### src/rtl/uart_tx_sequencer_if.sv
// Byte-in / serial-out handshake bundle for the UART transmit sequencer.
// master = byte source side, slave = sequencer side.
interface uart_tx_sequencer_if;
    logic [7:0] tx_data;
    logic       tx_valid;
    logic       tx_ready;
    logic       txd;
    logic       tx_busy;

    modport master (
        output tx_data,
        output tx_valid,
        input  tx_ready,
        input  txd,
        input  tx_busy
    );

    modport slave (
        input  tx_data,
        input  tx_valid,
        output tx_ready,
        output txd,
        output tx_busy
    );
endinterface

### src/rtl/uart_tx_sequencer.sv
// UART transmit frame sequencer: start, 8 data bits LSB first, optional even parity, stop bit(s).
// Define UART_TX_PARITY_EN to compile in the even-parity bit after D7.
module uart_tx_sequencer #(
    parameter int BAUD_RATE = 115200,
    parameter int FRQ       = 50000000,
    parameter int CLK_DIV   = FRQ / BAUD_RATE,
    parameter int STOP_BITS = 1
) (
    input  logic                  clk1,
    input  logic                  rst,
    uart_tx_sequencer_if.slave    tx_if
);

    localparam int CW = (CLK_DIV > 1) ? $clog2(CLK_DIV) : 1;

    typedef enum logic [2:0] {
        S_IDLE,
        S_START,
        S_DATA,
`ifdef UART_TX_PARITY_EN
        S_PARITY,
`endif
        S_STOP
    } state_t;

    state_t          state_q;
    logic [CW-1:0]   cnt_q;
    logic [CW-1:0]   cnt_d;
    logic [2:0]      idx_q;
    logic [7:0]      data_q;
    logic            txd_q;
    logic            ready_q;
    logic            cnt_last;

    // The bit counter restarts at the accept edge, so every bit boundary is
    // a whole number of CLK_DIV periods after it.
    assign cnt_last = (cnt_q == CW'(CLK_DIV - 1));
    assign cnt_d    = cnt_last ? '0 : cnt_q + 1'b1;

    always_ff @(posedge clk1) begin
        if (rst) begin
            state_q <= S_IDLE;
            cnt_q   <= '0;
            idx_q   <= '0;
            data_q  <= '0;
            txd_q   <= 1'b1;
            ready_q <= 1'b1;
        end else begin
            if (state_q != S_IDLE) begin
                cnt_q <= cnt_d;
            end

            case (state_q)
                S_IDLE: begin
                    if (tx_if.tx_valid && ready_q) begin
                        data_q  <= tx_if.tx_data;
                        state_q <= S_START;
                        txd_q   <= 1'b0;
                        ready_q <= 1'b0;
                        cnt_q   <= '0;
                        idx_q   <= '0;
                    end
                end

                S_START: begin
                    if (cnt_last) begin
                        state_q <= S_DATA;
                        txd_q   <= data_q[0];
                        idx_q   <= '0;
                    end
                end

                S_DATA: begin
                    if (cnt_last) begin
                        if (idx_q == 3'd7) begin
`ifdef UART_TX_PARITY_EN
                            state_q <= S_PARITY;
                            txd_q   <= ^data_q;
`else
                            state_q <= S_STOP;
                            txd_q   <= 1'b1;
`endif
                            idx_q   <= '0;
                        end else begin
                            idx_q <= idx_q + 3'd1;
                            txd_q <= data_q[idx_q + 3'd1];
                        end
                    end
                end

`ifdef UART_TX_PARITY_EN
                S_PARITY: begin
                    if (cnt_last) begin
                        state_q <= S_STOP;
                        txd_q   <= 1'b1;
                        idx_q   <= '0;
                    end
                end
`endif

                S_STOP: begin
                    // idx_q counts stop bits here; each one is a full CLK_DIV period.
                    if (cnt_last) begin
                        if (idx_q == 3'(STOP_BITS - 1)) begin
                            state_q <= S_IDLE;
                            ready_q <= 1'b1;
                            idx_q   <= '0;
                        end else begin
                            idx_q <= idx_q + 3'd1;
                        end
                    end
                end

                default: begin
                    state_q <= S_IDLE;
                    txd_q   <= 1'b1;
                    ready_q <= 1'b1;
                end
            endcase
        end
    end

    assign tx_if.txd      = txd_q;
    assign tx_if.tx_ready = ready_q;
    assign tx_if.tx_busy  = ~ready_q;

endmodule

### src/flat_wrapper.sv
// flat-port wrapper written by rule: the top's interface ports become plain ports
module uart_tx_sequencer_flat 
#(
    parameter int BAUD_RATE = 115200,
    parameter int FRQ       = 50000000,
    parameter int CLK_DIV   = FRQ / BAUD_RATE,
    parameter int STOP_BITS = 1
)
  (clk1, rst, tx_if_tx_data, tx_if_tx_valid, tx_if_tx_ready, tx_if_txd, tx_if_tx_busy);
  uart_tx_sequencer_if tx_if_i ();
  input  logic clk1;
  input  logic rst;
  input wire logic [$bits(tx_if_i.tx_data)-1:0] tx_if_tx_data;
  input wire logic [$bits(tx_if_i.tx_valid)-1:0] tx_if_tx_valid;
  output wire logic [$bits(tx_if_i.tx_ready)-1:0] tx_if_tx_ready;
  output wire logic [$bits(tx_if_i.txd)-1:0] tx_if_txd;
  output wire logic [$bits(tx_if_i.tx_busy)-1:0] tx_if_tx_busy;
  assign tx_if_i.tx_data = tx_if_tx_data;
  assign tx_if_i.tx_valid = tx_if_tx_valid;
  assign tx_if_tx_ready = tx_if_i.tx_ready;
  assign tx_if_txd = tx_if_i.txd;
  assign tx_if_tx_busy = tx_if_i.tx_busy;
  uart_tx_sequencer #(.BAUD_RATE(BAUD_RATE), .FRQ(FRQ), .CLK_DIV(CLK_DIV), .STOP_BITS(STOP_BITS)) u_core (.clk1(clk1), .rst(rst), .tx_if(tx_if_i));
endmodule
### config.mk
export PLATFORM = sky130hd
export DESIGN_NAME = uart_tx_sequencer_flat
export DESIGN_NICKNAME = d
export VERILOG_FILES = /design/src/rtl/uart_tx_sequencer_if.sv /design/src/rtl/uart_tx_sequencer.sv /design/src/flat_wrapper.sv
export SDC_FILE = /design/constraint.sdc
export NUM_CORES = 1
export LEC_CHECK = 0
export ABC_AREA = 1
export CAP_MARGIN = 20
export CORE_MARGIN = 4
export CORE_UTILIZATION = 30
export CTS_BUF_LIST = sky130_fd_sc_hd__clkbuf_2 sky130_fd_sc_hd__clkbuf_4 sky130_fd_sc_hd__clkbuf_8
export CTS_CLUSTER_DIAMETER = 100
export DETAILED_ROUTE_END_ITERATION = 10
export PLACE_DENSITY = 0.47
export SKIP_LAST_GASP = 1
export SYNTH_ARGS = -nofsm -noshare
export SYNTH_HDL_FRONTEND = slang
export SYNTH_SLANG_ARGS = --single-unit
export TNS_END_PERCENT = 1
### constraint.sdc
create_clock -name clk1 -period 3.7 [get_ports clk1]
set_clock_uncertainty 0.2 [all_clocks]
set_input_delay 0.555 -clock clk1 [delete_from_list [all_inputs] [get_ports clk1]]
set_output_delay 0.555 -clock clk1 [all_outputs]
set_load 0.005 [all_outputs]
==> results of run 1 <==
-- Yosys cell counts (2+ instances only) --
library cell / count / share of area, %
nand3_2: 2 / 1.5
a21oi_1: 20 / 7.3
clkbuf_1: 2 / 0.55
a211oi_1: 3 / 1.6
nand2_4: 3 / 2.5
o21ai_1: 3 / 1.1
nand2_2: 4 / 1.8
nor2_4: 2 / 1.6
inv_2: 4 / 1.1
dfxtp_1: 24 / 35
nand4_1: 6 / 2.7
o22ai_1: 2 / 0.91
nor2_1: 11 / 3.0
ha_1: 10 / 9.1
o21ai_0: 9 / 3.3
nand2_1: 38 / 10
nand3_1: 16 / 5.8
inv_1: 28 / 7.6
-- power by group --
part           total, mW  switching [mW]  leakage (nW)  internal (mW)
combinational      0.591           0.364         0.466          0.227
sequential         0.384          0.0601         0.197          0.324
clock              0.233          0.0886        0.0357          0.145
total               1.21           0.513         0.698          0.696
-- state kept, by name, indices dropped and copies added (netlist names) --
register               flops
u_core.cnt_q               9
u_core.tx_if.tx_ready      1
u_core.data_q              8
u_core.idx_q               3
u_core.state_q             2
u_core.tx_if.txd           1
-- layout make-up --
cell class / instances / area, sq um
Fill cell: 472 / 2754
Multi-Input combinational cell: 135 / 763.2
Sequential cell: 24 / 480.5
Timing Repair Buffer: 13 / 130.1
Inverter: 32 / 120.1
Tap cell: 52 / 65.06
Clock buffer: 3 / 41.29
Clock inverter: 1 / 30.03
-- through the flow --
step           total power, mW  hold slack [ns]  instance area, sq um
2_1_floorplan           0.8232           0.2233                  1376
3_3_place_gp            0.9831           0.2383                  1559
3_5_place_dp            0.9857           0.2448                  1559
4_1_cts                  1.228           0.2594                  1630
5_1_grt                  1.329           0.2739                  1630
6_report                 1.209           0.2554                  1630
-- final timing paths --
path                                      start                              to  slack, ns
max          u_core.tx_if.tx_ready$_SDFFE_PP1P_                  tx_if_tx_ready       1.70
min               u_core.data_q[4]$_SDFFE_PP0P_   u_core.data_q[4]$_SDFFE_PP0P_       0.26
min reg2reg       u_core.data_q[4]$_SDFFE_PP0P_   u_core.data_q[4]$_SDFFE_PP0P_       0.26
max reg2reg        u_core.idx_q[0]$_SDFFE_PP0P_  u_core.state_q[1]$_SDFFE_PP0P_       1.74
-- logic make-up (layout without fill, tap and decap cells) --
kind of cell,Yosys count,count (layout)
DFF,24,24
adders and majority gates,10,10
and+or+nand+nor,86,86
buffers and inverters,35,49
AOI/OAI and AO/OA,39,39
-- metal layers --
metal  wire (microns)  vias up
met3              109        6
li1                 -      667
met1             1507      595
met2             1519       15
met5                0        -
met4               38        0
==> results by group, run 1 <==
Synth
  • Largest family of logic cells by synthesized area: simple AND/OR/NAND/NOR gates
  • Adder-Cell Fraction of Synth Area: between 9 and 10%
  • Post-synth EDFFs: 0
  • Avg Cell Area, Syn: slightly above 7 sq um
  • Simple-gate area share of the yosys netlist: a little under a third
  • Synth Register Bits: 24
  • Fraction of the mapped netlist area in compound gates: roughly 15%
  • Main flop type after synthesis: dfxtp_1
  • Cell variety after synth: 25
  • Cell Area, Synth: ~1400 sq um
  • YS warnings: 0
  • Mux cell area share after synthesis: 0%
  • Asr flop ratio synth: 0%
  • Seq/Total Area, Yosys: a little over a third
  • Post-Synth XOR/XNOR Area: 0%
  • Mapped Cells: about 190
  • Synth Net Count: 215

Routing
  • DRT Pass-1 Iters: 4
  • DRC: 0
  • Post-Route WL: roughly 3.2 mm
  • ANT nets after route: 0
  • DR vias/cell: 4.935
  • WL per Instance: about 12 microns
  • Via count: approximately 1300
  • Number of DRC markers in iteration 0: 65

Placement
  • Dpl ws: between 1 and 1.5 ns
  • Placer Congestion: 0.8366
  • Hpwl dp: roughly 2.4 mm
  • PortBufs: 13
  • Dpl cells: 256

Clock tree
  • Post-CTS Setup Inserts: 0
  • Worst-path clk slew: 0.08 ns
  • Sink Count: 24
  • CTS Hold Bufs: 0
  • Num CTS Buffers: 3
  • Htree depth: 1
  • Clk_lat worst skew: around 0.27 ns
  • Longest Clk Path Bufs: 2
  • CTS tree: done
  • Post-CTS resize count: 0
  • Clk root buf: clkbuf_8

STA
  • Setup_tns: 0 ns
  • RSZ-0062 raised after global routing: false
  • Minimum clock period: 1.996 ns
  • PnR worst setup slack: 1.704 ns
  • Max_slew headroom: between 60% and 70%
  • Tcrit/Tclk final: a little over half
  • Slew @ Worst Pin: 0.5431 ns
  • Fin. max-slew vios: 0
  • # setup viols final: 0
  • Fmax: 501.1 MHz
  • Final Hold Viols: 0

Global route
  • Vias in the first global route: 1258
  • Congestion Overflow GR: 0
  • Global-route wire length before repair: approximately 5.6 mm
  • GR Util met1: about 15%
  • Met2 usage: 21.09%
  • Routing usage on met3: 3.826%
  • GRT Util Overall: about an eighth
  • Busiest grt layer: met2
  • Pin count of the biggest net entering global routing: 17
  • Initial antenna violation count: 0

Pwr
  • Leakage: ~0.7 nW
  • Cell area power density: between 700 and 800 nW/um^2
  • Peak VDD IR: between 400 and 500 uV

Floorplanning
  • Die ar.: 5735 sq um
  • Top-level I/O count: 14
  • Die height: roughly 76 microns
  • Row cnt: 24
  • Core box area: approximately 4400 sq um
  • Die X: 75.73 microns
  • Initial core utilization: roughly a third

Critical path
  • WP buf/inv: 1
  • Worst path top cell family by delay: buffers and inverters
  • Worst-path cell chain: clkdlybuf4s50_1
  • Max FO, Critical Path: 5
  • Kind of critical path: flip-flop to output pin
  • Crit path arrival time: 1.24 ns
  • CP Capture Type: output pin
  • CP max-delay cell: clkdlybuf4s50_1
  • R2R cell count: 10
  • Levels on crit path: 1
  • Largest stage delay, worst path: about 0.54 ns
  • Launching element type of the critical path: flip-flop
  • Req. time, crit path: 2.94 ns

Job
  • # Max-Cap Violations: 0

Final layout
  • Most common cell after layout, fill and taps aside: nand2_1
  • Non-filler cells, final: 260
  • Synthesis-to-finish area growth: 18.45%
  • Commonest non-fill, non-tap cells in the layout: nand2_1 (38), inv_1 (28), dfxtp_1 (24)
  • Total Nets Final: 230
  • Diodes inserted: 0
  • Fin util: between 30 and 40%
  • Layout cells sized above 1: just over 10%

Outcome
  • Outcome: finished clean

Worst hold path
  • Hold path depth: 2
  • Hold WC Path Type: flip-flop to flip-flop
Power figures use the tool's default switching activity.
==> run 2: changes to the inputs <==
==> constraint.sdc (replaced) <==
create_clock -name clk1 -period 1.85 [get_ports clk1]
set_clock_uncertainty 0.2 [all_clocks]
set_input_delay 0.2775 -clock clk1 [delete_from_list [all_inputs] [get_ports clk1]]
set_output_delay 0.2775 -clock clk1 [all_outputs]
set_load 0.005 [all_outputs]
==> run 2 against run 1 <==
- sequential share of layout area decreased by 0.47 points
- flip-flop and latch count unchanged
- die area unchanged
- clock-buffer cell count unchanged
- cell count increased by 1.5%
- critical endpoint is now u_core.state_q[1]$_SDFFE_PP0P_
- highest routed layer unchanged
==> results by group, run 2 (same netlist as run 1, synthesis figures left out) <==
Outcome
  • Outcome: finished clean

Global route
  • Congestion Overflow GR: 0 (unchanged)
  • GRT Util Overall: 12.50% (-0.15 points)
  • Initial antenna violation count: 0 (unchanged)
  • Global-route wire length before repair: 5.533 mm (-1.0%)
  • Pin count of the biggest net entering global routing: 17 (unchanged)
  • Vias in the first global route: 1253 (-0.40%)

Routing
  • DRC: 0 (unchanged)
  • Post-Route WL: 3.200 mm (+0.82%)
  • Via count: 1276 (-0.55%)
  • ANT nets after route: 0 (unchanged)
  • DR vias/cell: 4.833 (-2.1%)
  • WL per Instance: 12.12 microns (-0.71%)
  • DRT Pass-1 Iters: 4 (unchanged)
  • Number of DRC markers in iteration 0: 30 (-54%)

STA
  • Slew @ Worst Pin: 0.3942 ns (-0.1490 ns)
  • Max_slew headroom: 73.62% (+9.9 points)
  • Fmax: about 570 MHz
  • Final Hold Viols: 0 (unchanged)
  • RSZ-0062 raised after global routing: true
  • Tcrit/Tclk final: between 90% and 100%
  • Setup_tns: 0 ns (unchanged)
  • Fin. max-slew vios: 0 (unchanged)
  • Minimum clock period: ~1.8 ns
  • Worst hold-check slack: 0.2540 ns (-0.001348 ns)
  • PnR worst setup slack: 0.09793 ns (-1.606 ns)
  • # setup viols final: 0 (unchanged)

Critical path
  • Most used cell along the critical path: nand2_1
  • WP buf/inv: 2 (+1)
  • CP Capture Type: flip-flop
  • Worst-path cell chain: inv_1, ha_1, inv_1, o21ai_1, nand2_1, nand2_1, nand3_2, nand2_1, nand2_1, nor2_1
  • Req. time, crit path: 1.86 ns (-1.08 ns)
  • CP max-delay cell: dfxtp_2
  • Levels on crit path: 10 (+9)
  • Worst path top cell family by delay: simple AND/OR/NAND/NOR gates
  • Max FO, Critical Path: 7 (+2)
  • R2R cell count: 10 (unchanged)
  • Crit path arrival time: 1.76 ns (+0.52 ns)
  • Launching element type of the critical path: flip-flop
  • Reg2reg setup slack: 0.1 ns (-1.64 ns)
  • Largest stage delay, worst path: 0.36 ns (-0.18 ns)
  • Kind of critical path: flip-flop to flip-flop

Clock tree
  • Num CTS Buffers: 3 (unchanged)
  • Longest Clk Path Bufs: 2 (unchanged)
  • Sink Count: 24 (unchanged)
  • Worst-path clk slew: 0.09 ns (about the same)
  • Htree depth: 1 (unchanged)
  • CTS tree: done
  • Clk_lat worst skew: 0.26 ns (about the same)
  • CTS Hold Bufs: 0 (unchanged)
  • Clk root buf: clkbuf_8

Floorplanning
  • Core box area: 4384 sq um (unchanged)
  • Top-level I/O count: 14 (unchanged)
  • Die height: 75.73 microns (unchanged)
  • Row cnt: 24 (unchanged)
  • Die X: 75.73 microns (unchanged)
  • Initial core utilization: 31.39% (unchanged)
  • Die ar.: 5735 sq um (unchanged)

Final layout
  • Total Nets Final: 234 (+1.7%)
  • Most common cell after layout, fill and taps aside: nand2_1
  • Fin util: 37.99% (+0.80 points)
  • Reg with most FFs: u_core.cnt_q
  • Multi-input gate area: 763.2 sq um (unchanged)
  • Max reg flops: 9 (unchanged)
  • Synthesis-to-finish area growth: 21.00%
  • Largest regs: u_core.cnt_q x9, u_core.data_q x8, u_core.idx_q x3
  • Layout cells sized above 1: 12.74% (+2.6 points)
  • FF+latch area: 483.0 sq um (+0.52%)
  • Fin area: 1665 sq um (+2.1%)
  • Non-filler cells, final: 264 (+1.5%)
  • Fillers: 459 (-2.8%)
  • Diodes inserted: 0 (unchanged)
  • Commonest non-fill, non-tap cells in the layout: nand2_1 (38), inv_1 (28), dfxtp_1 (22)

Pwr
  • Peak VDD IR: 660.0 uV (+47%)
  • Cell area power density: 1491 nW/um^2 (+100%)
  • Pwr Total: 2.483 mW (+110%)
  • Leakage: 0.7171 nW (+2.7%)

Placement
  • Dpl cells: 260 (+1.6%)
  • Hpwl dp: 2.425 mm (+0.24%)
  • Area after DPL: 1589 sq um (+1.9%)
  • PortBufs: 13 (unchanged)
  • Dpl ws: 0.09393 ns (-1.383 ns)
  • Placer Congestion: 0.7889 (-5.7%)

Worst hold path
  • Hold path depth: 2 (unchanged)
  • Hold WC Path Type: flip-flop to flip-flop

Job
  • # Max-Cap Violations: 0 (unchanged)
[run 2: cell types whose count changed in the layout (fill, tap and decap cells not counted), sizes merged]
cell  before  now
buf        0    4
[run 2: metal layers]
layer | track usage [%] | vias up | wire (microns)
li1 | - | 671 | -
met1 | 15.61 | 594 | 1549
met2 | 21.76 | 9 | 1556
met3 | 1.979 | 2 | 71
met4 | 4.272 | 0 | 23
met5 | 0 | - | 0
[run 2: path summary, 6_finish.rpt]
path | start | end
max | u_core.idx_q[0]$_SDFFE_PP0P_ | u_core.state_q[1]$_SDFFE_PP0P_
min reg2reg | u_core.data_q[7]$_SDFFE_PP0P_ | u_core.data_q[7]$_SDFFE_PP0P_
max reg2reg | u_core.idx_q[0]$_SDFFE_PP0P_ | u_core.state_q[1]$_SDFFE_PP0P_
min | u_core.data_q[7]$_SDFFE_PP0P_ | u_core.data_q[7]$_SDFFE_PP0P_
[run 2: where the power goes]
group,internal (mW),switching [mW]
registers,0.652,0.128
clock network,0.289,0.174
logic,0.505,0.736
total,1.45,1.04
[run 2: final cells by class]
class                           instances  area share (%)
Multi-Input combinational cell        135           45.83
Sequential cell                        24           29.00
Timing Repair Buffer                   17           9.617
Inverter                               32           7.363
Tap cell                               52           3.907
Clock buffer                            3           2.479
Clock inverter                          1           1.803
[run 2: what timing repair did]
action / in CTS / in global routing
buffers inserted: 0 / 0
endpoints found under the setup margin: 0 / 7
resized for setup: 0 / 3
[run 2: worst register-to-register path, cell delays in order, from the launching register on]
cell and delay, ns:
dfxtp_2 0.36, inv_1 0.08, ha_1 0.16, inv_1 0.05, o21ai_1 0.25, nand2_1 0.12
nand2_1 0.16, nand3_2 0.13, nand2_1 0.07, nand2_1 0.04, nor2_1 0.08
==> run 3: changes to the inputs <==
--- a/config.mk
+++ b/config.mk
@@ -6,14 +6,14 @@
 export NUM_CORES = 1
 export LEC_CHECK = 0
 export ABC_AREA = 1
-export CAP_MARGIN = 20
 export CORE_MARGIN = 4
-export CORE_UTILIZATION = 30
+export CORE_UTILIZATION = 50
 export CTS_BUF_LIST = sky130_fd_sc_hd__clkbuf_2 sky130_fd_sc_hd__clkbuf_4 sky130_fd_sc_hd__clkbuf_8
 export CTS_CLUSTER_DIAMETER = 100
 export DETAILED_ROUTE_END_ITERATION = 10
-export PLACE_DENSITY = 0.47
+export PLACE_DENSITY = 0.71
 export SKIP_LAST_GASP = 1
+export SLEW_MARGIN = 25
 export SYNTH_ARGS = -nofsm -noshare
 export SYNTH_HDL_FRONTEND = slang
 export SYNTH_SLANG_ARGS = --single-unit
==> run 3 against run 2 <==
- total power is 8.0% lower
- first-iteration DRC count is 140% higher
- final area is 3.4% lower
- routed wire length is 9.0% lower
- global-route usage is 5.5 points higher
- cell count is 8.0% lower
- critical path depth stayed put
- clock power is 38% lower
- worst setup slack better by 0.0067 ns
- combinational power hardly changed
- maximum frequency is 0.38% higher
- largest cell class unchanged
- largest power group unchanged
==> results by group, run 3 (same netlist as run 1, synthesis figures left out) <==
Global route
  • Pin count of the biggest net entering global routing: 17 (unchanged)
  • Initial antenna violation count: 0 (unchanged)
  • Congestion Overflow GR: 0 (unchanged)
  • Vias in the first global route: 1205 (-3.8%)
  • Global-route wire length before repair: 5.037 mm (-9.0%)
  • GRT Util Overall: 17.99% (+5.5 points)

Pwr
  • Leakage: 0.7072 nW (-1.4%)
  • Cell area power density: 1420 nW/um^2 (-4.8%)
  • Pwr Total: 2.285 mW (-8.0%)
  • Peak VDD IR: 1165 uV (+76%)

Clock tree
  • Htree depth: 1 (unchanged)
  • Num CTS Buffers: 3 (unchanged)
  • Sink Count: 24 (unchanged)
  • Post-CTS Setup Inserts: 0 (unchanged)
  • Worst-path clk slew: 0.14 ns (+0.05 ns)
  • Clk_lat worst skew: 0.32 ns (+0.06 ns)
  • CTS tree: done
  • Clk root buf: clkbuf_4
  • Longest Clk Path Bufs: 2 (unchanged)

Final layout
  • Largest regs: u_core.cnt_q x9, u_core.data_q x8, u_core.idx_q x3
  • Diodes inserted: 0 (unchanged)
  • Total Nets Final: 235 (+0.43%)
  • Fin util: 63.23% (+25 points)
  • Max reg flops: 9 (unchanged)
  • Layout cells sized above 1: 12.68% (-0.060 points)
  • Commonest non-fill, non-tap cells in the layout: nand2_1 (38), inv_1 (28), dfxtp_1 (24)
  • Synthesis-to-finish area growth: 16.91%
  • Most common cell after layout, fill and taps aside: nand2_1
  • Fin area: 1609 sq um (-3.4%)
  • Reg with most FFs: u_core.cnt_q

Routing
  • Post-Route WL: 2.913 mm (-9.0%)
  • Via count: 1309 (+2.6%)
  • ANT nets after route: 0 (unchanged)
  • DRT Pass-1 Iters: 5 (+1)
  • WL per Instance: 11.99 microns (-1.1%)
  • DR vias/cell: 5.387 (+11%)
  • Number of DRC markers in iteration 0: 71 (+140%)
  • DRC: 0 (unchanged)

Floorplanning
  • Top-level I/O count: 14 (unchanged)
  • Die height: 60.47 microns (-20%)
  • Row cnt: 18 (-25%)
  • Initial core utilization: 54.08% (+23 points)
  • Core box area: 2545 sq um (-42%)
  • Die X: 60.47 microns (-20%)
  • Die ar.: 3656 sq um (-36%)

Critical path
  • Crit path arrival time: 1.77 ns (about the same)
  • CP Launch Point: u_core.idx_q[0]$_SDFFE_PP0P_
  • Req. time, crit path: 1.87 ns (about the same)
  • Reg-to-Reg Start: u_core.idx_q[0]$_SDFFE_PP0P_
  • Launching element type of the critical path: flip-flop
  • CP Capture Type: flip-flop
  • Kind of critical path: flip-flop to flip-flop
  • Max FO, Critical Path: 7 (unchanged)

STA
  • Max_slew headroom: 75.15% (+1.5 points)
  • Fmax: 572.9 MHz (+0.38%)
  • Minimum clock period: 1.745 ns (-0.006693 ns)
  • Final Hold Viols: 0 (unchanged)
  • # setup viols final: 0 (unchanged)
  • Slew @ Worst Pin: 0.3724 ns (-0.02179 ns)
  • Tcrit/Tclk final: 94.34% (-0.36 points)
  • RSZ-0062 raised after global routing: true
  • Fin. max-slew vios: 0 (unchanged)

Placement
  • Area after DPL: 1569 sq um (-1.3%)
  • PortBufs: 13 (unchanged)
  • Placer Congestion: 0.9285 (+18%)
  • Hpwl dp: 2.227 mm (-8.2%)

Outcome
  • Outcome: finished clean

Worst hold path
  • Hold WC Path Type: flip-flop to flip-flop
  • Hold_sp: u_core.data_q[5]$_SDFFE_PP0P_

Job
  • # Max-Cap Violations: 0 (unchanged)
==> run 3: cell types whose count changed in the layout (fill, tap and decap cells not counted), moves of 2 or more <==
cell / change
dfxtp_2: -2
clkbuf_4: +3
dfxtp_1: +2
clkbuf_8: -2
==> run 3: cell type report <==
| type | count | area [sq um] |
|---|---|---|
| fill | 242 | 935.9 |
| clock buffer | 4 | 36.28 |
| timing repair buffer | 18 | 167.7 |
| sequential | 24 | 480.5 |
| inverter | 32 | 120.1 |
| tap | 30 | 37.54 |
| multi-input combinational | 135 | 767.0 |
==> run 3: through the flow <==
| step | TNS, ns | cells | setup slack [ns] | hold slack, ns |
|---|---|---|---|---|
| after detailed placement | 0 | 239 | 0.1281 | 0.2394 |
| after floorplan | 0 | 194 | 0.1994 | 0.2233 |
| after CTS | 0 | 243 | 0.09596 | 0.2597 |
| final | 0 | 243 | 0.1046 | 0.2550 |
| after global placement | 0 | 239 | 0.1446 | 0.2342 |
| after global routing | -0.02988 | 243 | -0.02045 | 0.2725 |
==> run 3: timing repair <==
action                     in CTS  in global routing
hold buffers                    0                  0
gates resized for setup         0                  1
setup endpoints to repair       0                  5
==> run 3: critical path, cell delays in order, from the launching register on <==
cell and delay (ns):
dfxtp_1 0.47, inv_1 0.09, ha_1 0.33, inv_1 0.11
nand3_1 0.10, nand3b_1 0.09, nand3_1 0.07, nand2_1 0.06
nand2_1 0.04, nand2_1 0.05, nand2_1 0.05
==> run 3: per-layer routing <==
metal / vias up / wire, microns / GRT usage (%)
li1: 671 / - / -
met1: 594 / 1269 / 22.25
met2: 36 / 1434 / 31.02
met3: 8 / 143 / 2.766
met4: 0 / 66 / 7.740
met5: - / 0 / 0
==> run 3: final timing paths <==
check	depth (start not counted)	endpoint	slack, ns
max	10	u_core.tx_if.txd$_SDFFE_PP1P_	0.10
min	2	u_core.data_q[5]$_SDFFE_PP0P_	0.25
max reg2reg	10	u_core.tx_if.txd$_SDFFE_PP1P_	0.10
min reg2reg	2	u_core.data_q[5]$_SDFFE_PP0P_	0.25
==> run 3: power breakdown <==
part / leakage (nW) / internal (mW) / switching [mW]
clock: 0.0210 / 0.120 / 0.165
sequential: 0.197 / 0.647 / 0.107
combinational: 0.490 / 0.510 / 0.735
